`src/rtl/inst_mem_ctrl_pkg.sv`:
```
// Shared types and constants for the instruction-memory sequencer.
package inst_mem_pkg;

    typedef enum logic [1:0] {
        ST_IDLE = 2'd0,
        ST_RD   = 2'd1,
        ST_WR   = 2'd2,
        ST_RESP = 2'd3
    } state_e;

    typedef enum logic {
        GNT_FETCH = 1'b0,
        GNT_LOAD  = 1'b1
    } grant_e;

    localparam int unsigned BYTES_PER_INST = 4;
    localparam logic [31:0] NOP_INST       = 32'h0000_0000;

    // Highest byte address at which a whole instruction still fits. Done in
    // 33 bits so an address close to 2^32 cannot wrap back into range.
    function automatic logic [32:0] last_fetch_start(input int unsigned mem_size);
        return 33'(mem_size) - 33'(BYTES_PER_INST);
    endfunction

endpackage

```
`src/rtl/inst_mem_ctrl_if.sv`:
```
// Fetch port, loader port and byte-memory port of the instruction-memory sequencer.
interface inst_mem_ctrl_if;

    logic        fetch_req;
    logic [31:0] fetch_pc;
    logic        fetch_ack;
    logic [31:0] fetch_inst;
    logic        fetch_err;

    logic        ld_valid;
    logic [31:0] ld_addr;
    logic [7:0]  ld_data;
    logic        ld_ready;

    logic [31:0] mem_addr;
    logic        mem_we;
    logic [7:0]  mem_wdata;
    logic [7:0]  mem_rdata;

    logic        busy;

    modport slave (
        input  fetch_req, fetch_pc, ld_valid, ld_addr, ld_data, mem_rdata,
        output fetch_ack, fetch_inst, fetch_err, ld_ready,
               mem_addr, mem_we, mem_wdata, busy
    );

    modport master (
        output fetch_req, fetch_pc, ld_valid, ld_addr, ld_data, mem_rdata,
        input  fetch_ack, fetch_inst, fetch_err, ld_ready,
               mem_addr, mem_we, mem_wdata, busy
    );

endinterface

```
`src/rtl/inst_mem_ctrl_rr_arb2.sv`:
```
// Two-way round-robin arbiter between instruction fetch and program loader.
// The grant is only valid while enabled; last_grant moves only on an acceptance.
module inst_mem_rr_arb2
    import inst_mem_pkg::*;
(
    input  logic   clk,
    input  logic   rst_n,
    input  logic   en,
    input  logic   req_fetch,
    input  logic   req_load,
    output logic   gnt_valid,
    output grant_e gnt
);

    grant_e last_grant_q;
    grant_e last_grant_d;

    // Pick a winner; on contention the side that did not win last time goes.
    always_comb begin
        gnt          = GNT_FETCH;
        gnt_valid    = en & (req_fetch | req_load);
        last_grant_d = last_grant_q;
        if (req_fetch && req_load) begin
            if (last_grant_q == GNT_LOAD) begin
                gnt = GNT_FETCH;
            end else begin
                gnt = GNT_LOAD;
            end
        end else if (req_load) begin
            gnt = GNT_LOAD;
        end
        if (gnt_valid) begin
            last_grant_d = gnt;
        end
    end

    // History register; starts as if the loader had won last.
    always_ff @(posedge clk or negedge rst_n) begin
        if (!rst_n) begin
            last_grant_q <= GNT_LOAD;
        end else begin
            last_grant_q <= last_grant_d;
        end
    end

endmodule

```
`src/rtl/inst_mem_ctrl.sv`:
```
// Sequencer for the single-port byte-wide instruction memory. Serialises a
// 32-bit big-endian fetch into four byte reads and interleaves loader writes.
//
//  state   | meaning
//  --------+-------------------------------------------------------------
//  ST_IDLE | arbitrate; accept one fetch or one loader byte
//  ST_RD   | reading byte cnt (0..3) of the fetch at pc_q + cnt
//  ST_WR   | loader byte being written (mem_we high if address valid)
//  ST_RESP | fetch_ack pulse with fetch_inst / fetch_err
module inst_mem_ctrl
    import inst_mem_pkg::*;
#(
    parameter int unsigned MEM_SIZE = 511,
    parameter logic [31:0] NOP_INST = inst_mem_pkg::NOP_INST
) (
    input  logic            clk,
    input  logic            rst_n,
    inst_mem_ctrl_if.slave  bus
);

    state_e      state_q, state_d;
    logic [1:0]  cnt_q, cnt_d;
    logic [31:0] pc_q, pc_d;
    logic        err_q, err_d;
    logic [23:0] asm_q, asm_d;
    logic [31:0] fetch_inst_q, fetch_inst_d;
    logic [31:0] mem_addr_q, mem_addr_d;
    logic        mem_we_q, mem_we_d;
    logic [7:0]  mem_wdata_q, mem_wdata_d;

    logic        gnt_valid;
    grant_e      gnt;
    logic        fetch_in_range;
    logic        ld_in_range;

    inst_mem_rr_arb2 u_arb (
        .clk       (clk),
        .rst_n     (rst_n),
        .en        (state_q == ST_IDLE),
        .req_fetch (bus.fetch_req),
        .req_load  (bus.ld_valid),
        .gnt_valid (gnt_valid),
        .gnt       (gnt)
    );

    assign fetch_in_range = ({1'b0, bus.fetch_pc} <= last_fetch_start(MEM_SIZE));
    assign ld_in_range    = ({1'b0, bus.ld_addr} < 33'(MEM_SIZE));

    assign bus.fetch_ack  = (state_q == ST_RESP);
    assign bus.fetch_err  = (state_q == ST_RESP) & err_q;
    assign bus.fetch_inst = fetch_inst_q;
    assign bus.ld_ready   = gnt_valid & (gnt == GNT_LOAD);
    assign bus.busy       = (state_q != ST_IDLE);
    assign bus.mem_addr   = mem_addr_q;
    assign bus.mem_we     = mem_we_q;
    assign bus.mem_wdata  = mem_wdata_q;

    // Next-state, address sequencing and byte-lane assembly.
    always_comb begin
        state_d      = state_q;
        cnt_d        = cnt_q;
        pc_d         = pc_q;
        err_d        = err_q;
        asm_d        = asm_q;
        fetch_inst_d = fetch_inst_q;
        mem_addr_d   = mem_addr_q;
        mem_we_d     = 1'b0;
        mem_wdata_d  = mem_wdata_q;

        case (state_q)
            ST_IDLE: begin
                if (gnt_valid) begin
                    if (gnt == GNT_FETCH) begin
                        pc_d  = bus.fetch_pc;
                        cnt_d = 2'd0;
                        if (fetch_in_range) begin
                            err_d      = 1'b0;
                            mem_addr_d = bus.fetch_pc;
                            state_d    = ST_RD;
                        end else begin
                            // Rejected fetch never touches the memory port.
                            err_d        = 1'b1;
                            fetch_inst_d = NOP_INST;
                            state_d      = ST_RESP;
                        end
                    end else begin
                        // Out-of-range loader bytes are accepted but not written.
                        mem_addr_d  = bus.ld_addr;
                        mem_wdata_d = bus.ld_data;
                        mem_we_d    = ld_in_range;
                        state_d     = ST_WR;
                    end
                end
            end

            ST_RD: begin
                case (cnt_q)
                    2'd0:    asm_d[23:16] = bus.mem_rdata;
                    2'd1:    asm_d[15:8]  = bus.mem_rdata;
                    2'd2:    asm_d[7:0]   = bus.mem_rdata;
                    default: fetch_inst_d = {asm_q, bus.mem_rdata};
                endcase
                if (cnt_q == 2'd3) begin
                    state_d = ST_RESP;
                end else begin
                    cnt_d      = 2'(cnt_q + 2'd1);
                    mem_addr_d = pc_q + 32'(cnt_q) + 32'd1;
                end
            end

            ST_WR:   state_d = ST_IDLE;
            ST_RESP: state_d = ST_IDLE;
            default: state_d = ST_IDLE;
        endcase
    end

    // State and datapath registers; reset aborts any operation in flight.
    always_ff @(posedge clk or negedge rst_n) begin
        if (!rst_n) begin
            state_q      <= ST_IDLE;
            cnt_q        <= 2'd0;
            pc_q         <= 32'd0;
            err_q        <= 1'b0;
            asm_q        <= 24'd0;
            fetch_inst_q <= NOP_INST;
            mem_addr_q   <= 32'd0;
            mem_we_q     <= 1'b0;
            mem_wdata_q  <= 8'd0;
        end else begin
            state_q      <= state_d;
            cnt_q        <= cnt_d;
            pc_q         <= pc_d;
            err_q        <= err_d;
            asm_q        <= asm_d;
            fetch_inst_q <= fetch_inst_d;
            mem_addr_q   <= mem_addr_d;
            mem_we_q     <= mem_we_d;
            mem_wdata_q  <= mem_wdata_d;
        end
    end

endmodule
```
`src/flat_wrapper.sv`:
```
// flat-port wrapper written by rule: the top's interface ports become plain ports
module inst_mem_ctrl_flat import inst_mem_pkg::*;
#(
    parameter int unsigned MEM_SIZE = 511,
    parameter logic [31:0] NOP_INST = inst_mem_pkg::NOP_INST
)
  (clk, rst_n, bus_fetch_req, bus_fetch_pc, bus_ld_valid, bus_ld_addr, bus_ld_data, bus_mem_rdata, bus_fetch_ack, bus_fetch_inst, bus_fetch_err, bus_ld_ready, bus_mem_addr, bus_mem_we, bus_mem_wdata, bus_busy);
  inst_mem_ctrl_if bus_i ();
  input  logic clk;
  input  logic rst_n;
  input wire logic [$bits(bus_i.fetch_req)-1:0] bus_fetch_req;
  input wire logic [$bits(bus_i.fetch_pc)-1:0] bus_fetch_pc;
  input wire logic [$bits(bus_i.ld_valid)-1:0] bus_ld_valid;
  input wire logic [$bits(bus_i.ld_addr)-1:0] bus_ld_addr;
  input wire logic [$bits(bus_i.ld_data)-1:0] bus_ld_data;
  input wire logic [$bits(bus_i.mem_rdata)-1:0] bus_mem_rdata;
  output wire logic [$bits(bus_i.fetch_ack)-1:0] bus_fetch_ack;
  output wire logic [$bits(bus_i.fetch_inst)-1:0] bus_fetch_inst;
  output wire logic [$bits(bus_i.fetch_err)-1:0] bus_fetch_err;
  output wire logic [$bits(bus_i.ld_ready)-1:0] bus_ld_ready;
  output wire logic [$bits(bus_i.mem_addr)-1:0] bus_mem_addr;
  output wire logic [$bits(bus_i.mem_we)-1:0] bus_mem_we;
  output wire logic [$bits(bus_i.mem_wdata)-1:0] bus_mem_wdata;
  output wire logic [$bits(bus_i.busy)-1:0] bus_busy;
  assign bus_i.fetch_req = bus_fetch_req;
  assign bus_i.fetch_pc = bus_fetch_pc;
  assign bus_i.ld_valid = bus_ld_valid;
  assign bus_i.ld_addr = bus_ld_addr;
  assign bus_i.ld_data = bus_ld_data;
  assign bus_i.mem_rdata = bus_mem_rdata;
  assign bus_fetch_ack = bus_i.fetch_ack;
  assign bus_fetch_inst = bus_i.fetch_inst;
  assign bus_fetch_err = bus_i.fetch_err;
  assign bus_ld_ready = bus_i.ld_ready;
  assign bus_mem_addr = bus_i.mem_addr;
  assign bus_mem_we = bus_i.mem_we;
  assign bus_mem_wdata = bus_i.mem_wdata;
  assign bus_busy = bus_i.busy;
  inst_mem_ctrl #(.MEM_SIZE(MEM_SIZE), .NOP_INST(NOP_INST)) u_core (.clk(clk), .rst_n(rst_n), .bus(bus_i));
endmodule
```
`config.mk`:
```
export PLATFORM = sky130hd
export DESIGN_NAME = inst_mem_ctrl_flat
export DESIGN_NICKNAME = d
export VERILOG_FILES = /design/src/rtl/inst_mem_ctrl_pkg.sv /design/src/rtl/inst_mem_ctrl_if.sv /design/src/rtl/inst_mem_ctrl_rr_arb2.sv /design/src/rtl/inst_mem_ctrl.sv /design/src/flat_wrapper.sv
export SDC_FILE = /design/constraint.sdc
export NUM_CORES = 1
export LEC_CHECK = 0
export CAP_MARGIN = 30
export CORE_MARGIN = 3
export CORE_UTILIZATION = 55
export DETAILED_ROUTE_END_ITERATION = 10
export PLACE_DENSITY = 0.87
export SYNTH_ARGS = -nofsm -noshare
export SYNTH_HDL_FRONTEND = slang
export SYNTH_HIERARCHICAL = 1
export SYNTH_SLANG_ARGS = --single-unit
```
`constraint.sdc`:
```
create_clock -name clk -period 3.2 [get_ports clk]
set_input_delay 0.32 -clock clk [delete_from_list [all_inputs] [get_ports clk]]
set_output_delay 0.32 -clock clk [all_outputs]
set_load 0.1 [all_outputs]
```
==> metrics.md <==
| Metric | Value |
|---|---|
| Layout cell share with drive strength beyond 1 | `13.6%` |
| Clk slew on worst S/H paths | `0.06 ns` |
| Post-route antenna net violation count | `0` |
| Clk_lat worst skew | `0.42 ns` |
| CP max FO | `7` |
| Total CTS buffers | `17` |
| Initial antenna violation count | `0` |
| Synth Area in Compound Gates | `10.0%` |
| Initial core utilization | `57.4%` |
| Largest family of logic cells by synthesized area | `simple AND/OR/NAND/NOR gates` |
| Synth Area per Inst | `10.2 sq um` |
| Asr flop ratio synth | `100%` |
| CP top delay family | `simple AND/OR/NAND/NOR gates` |
| Slowest-stage cell, CP | `or4b_1` |
| Nets@finish | `938` |
| Post-layout minimum cycle time | `2.58 ns` |
| Max Freq | `387 MHz` |
| Hold Crit Class | `in2async` |
| Post-synthesis sequential area ratio | `48.2%` |
| Global Route Usage Sum | `29.8%` |
| WL final | `20700 microns` |
| DR DRC count | `0` |
| Ys Warns | `6` |
| Crit-path most repeated cell | `inv_1` |
| Worst-margin pin slew | `1.04 ns` |
| Area delta synth->final | `33.0%` |
| Post CTS Setup Buffer Count | `0` |
| Cells after synthesis | `689` |
| Post-Syn Area | `7010 sq um` |
| Post-synth top area cell | `dfrtp_1` |
| RePlAce Congestion | `0.973` |
| Vias per cell | `6.00` |
| Via count | `6164` |
| Adder-Cell Fraction of Synth Area | `1.36%` |
| Final Setup Violations | `0` |
| EDFF count, synth | `0` |
| Antenna cells | `0` |
| Post-Synth XOR/XNOR Area | `2.00%` |
| Htree depth | `4` |
| Period Utilization, post-route | `80.7%` |
| CTS tree | `done` |
| RSZ-0062 raised after global routing | `false` |
| Vias in the first global route | `6169` |
| DRT Pass-1 Iters | `5` |
| Skew final | `0.00913 ns` |
| Hold Violations, Final | `4` |
| Root Buffer Master | `clkbuf_16` |
| Syn Nets | `780` |
| Post-synthesis simple-gate area fraction | `18.5%` |
| TNS Setup | `0 ns` |
| Failing checks | `hold timing` |
| Num rows | `40` |
| Yosys reg bits | `135` |
| Synth cell types | `65` |
| CP max stage delay | `0.45 ns` |
| Status | `finished, violations left` |
| Yosys top cell area share | `47.9%` |
| First-pass GRT wire length | `33100 microns` |
| Max Slew Vio Count | `0` |
| Area of the core | `12200 sq um` |
| Crit path buffers/inverters | `2` |
| Die H | `119 microns` |
| Maximum count of clock buffers along a single path | `2` |
| Post-synthesis mux area share | `15.2%` |
| CTS resizes | `0` |
| Crit path cell chain | `inv_1 > ha_1 > inv_1 > fa_1 > nand3_4 > and4b_1 > or4b_1 > a31oi_1 > mux2_4` |
| Total grt overflow | `0` |
| Hpwl dp | `14700 microns` |
| Hold-fix buffers at CTS | `0` |
| Relative slew slack | `30.6%` |
| Die area | `14100 sq um` |
| CP endpoint kind | `flip-flop` |
| Detailed Route Iter0 Violations | `739` |
| Avg WL per Cell | `20.2 microns` |
| CP Launch Type | `flip-flop` |
| WP data arrival | `2.94 ns` |
| Dominant cells by area after synthesis | `dfrtp_1, mux2_2, nand2_1` |
| Layout fillers | `864` |
| WP data required | `3.56 ns` |
| Min Hold Slack | `-0.00653 ns` |
| Chip Width | `119 microns` |
| Largest net degree at the start of global routing | `70` |
| Critical path class | `reg2reg` |
| # port buffers | `160` |
| Max-Cap Viols | `0` |
| Predominant post-synthesis flop cell | `dfrtp_1` |
| Top Ports | `161` |
| Clk sink count | `135` |
-- metrics by stage --
step	instances	worst slack (ns)	utilization [%]	instance area (sq um)	hold WS (ns)
finish	1027	0.617	76.3	9320	-0.00653
global route	1027	0.499	76.3	9320	0.0556
CTS	1027	0.654	76.3	9320	0.0257
detailed placement	996	0.310	71.6	8750	0.467
global placement	996	0.393	71.6	8750	0.459
floorplan	689	0.378	-	7010	0.0244
-- cell families (layout without fill, tap and decap cells) --
group / after synthesis / after routing
multiplexers: 99 / 99
flip-flops: 135 / 135
AND/OR/NAND/NOR: 255 / 255
XOR/XNOR: 16 / 16
buffers and inverters: 74 / 244
adder cells (fa/ha/maj): 7 / 7
AO/OA/AOI/OAI: 103 / 103
-- registers in the layout, summed over array words and instances, names as in the netlist --
name / count
u_core/bus.mem_addr: 32
u_core/u_arb/last_grant_q: 1
u_core/state_q: 2
u_core/bus.mem_wdata: 8
u_core/pc_q: 32
u_core/cnt_q: 2
u_core/asm_q: 24
u_core/bus.fetch_inst: 32
u_core/bus.mem_we: 1
u_core/err_q: 1
-- path summary, 6_finish.rpt --
check,slack [ns],startpoint,cells after the start,end
max,0.62,u_core/cnt_q[0]$_DFFE_PN0P_,9,u_core/bus.mem_addr[28]$_DFFE_PN0P_
min,-0.007,rst_n,1,u_core/bus.mem_wdata[3]$_DFFE_PN0P_
max reg2reg,0.62,u_core/cnt_q[0]$_DFFE_PN0P_,9,u_core/bus.mem_addr[28]$_DFFE_PN0P_
min reg2reg,0.49,u_core/err_q$_DFFE_PN0P_,2,u_core/err_q$_DFFE_PN0P_
max in group asynchronous,2.25,rst_n,2,u_core/pc_q[20]$_DFFE_PN0P_
min in group clk,0.49,bus_fetch_pc[10],3,u_core/pc_q[10]$_DFFE_PN0P_
-- Yosys cell counts, drive strengths merged (2+ instances only) --
| cell | number |
|---|---|
| nand2 | 144 |
| dfrtp | 134 |
| mux2 | 54 |
| mux2i | 45 |
| inv | 41 |
| a21oi | 20 |
| o21ai | 20 |
| nor2b | 19 |
| a211oi | 18 |
| buf | 18 |
| nor4 | 16 |
| clkbuf | 15 |
| nand4 | 14 |
| a31oi | 12 |
| nand3 | 12 |
| and4 | 10 |
| nor3 | 9 |
| xnor2 | 8 |
| xor2 | 8 |
| o31ai | 7 |
| and2 | 6 |
| and3 | 6 |
| ha | 6 |
| nor2 | 6 |
| o221a | 5 |
| or4 | 5 |
| o211ai | 4 |
| o21a | 3 |
| o2111ai | 2 |
| o22ai | 2 |
| or3 | 2 |
-- placed cells by master (no fill, tap or decap), drive strengths merged, types with 7 or more instances in the layout --
cell type and count:
clkbuf 19, buf 17, a211oi 18, dfrtp 134
a21oi 20, mux2 54, a31oi 12, mux2i 45
nand4 14, nand3 12, nor3 9, nand2 144
xnor2 8, xor2 8, nor4 16, nor2b 19
inv 45, o21ai 20, o31ai 7, clkdlybuf4s50 155
and4 10
-- cell type report --
class	count	area, sq um	area share, %
Multi-Input combinational cell	480	3320	35.7
Sequential cell	135	3380	36.3
Inverter	41	154	1.65
Clock inverter	12	119	1.28
Tap cell	168	210	2.26
Clock buffer	19	453	4.86
Timing Repair Buffer	172	1680	18.0
-- layer usage --
| metal | global-route usage, % | wire [microns] | share of wire (%) | vias to the layer above |
|---|---|---|---|---|
| met4 | 11.3 | 584 | 2.8 | 0 |
| met3 | 6.32 | 1720 | 8.3 | 52 |
| met2 | 49.2 | 10200 | 49 | 352 |
| met5 | 0 | 0 | 0 | - |
| met1 | 39.0 | 8220 | 40 | 3001 |
| li1 | - | - | - | 2759 |
Power is left out: the tool's default activity adds up to more than one toggle a clock period on the data nets, which glitch-free logic cannot reach.
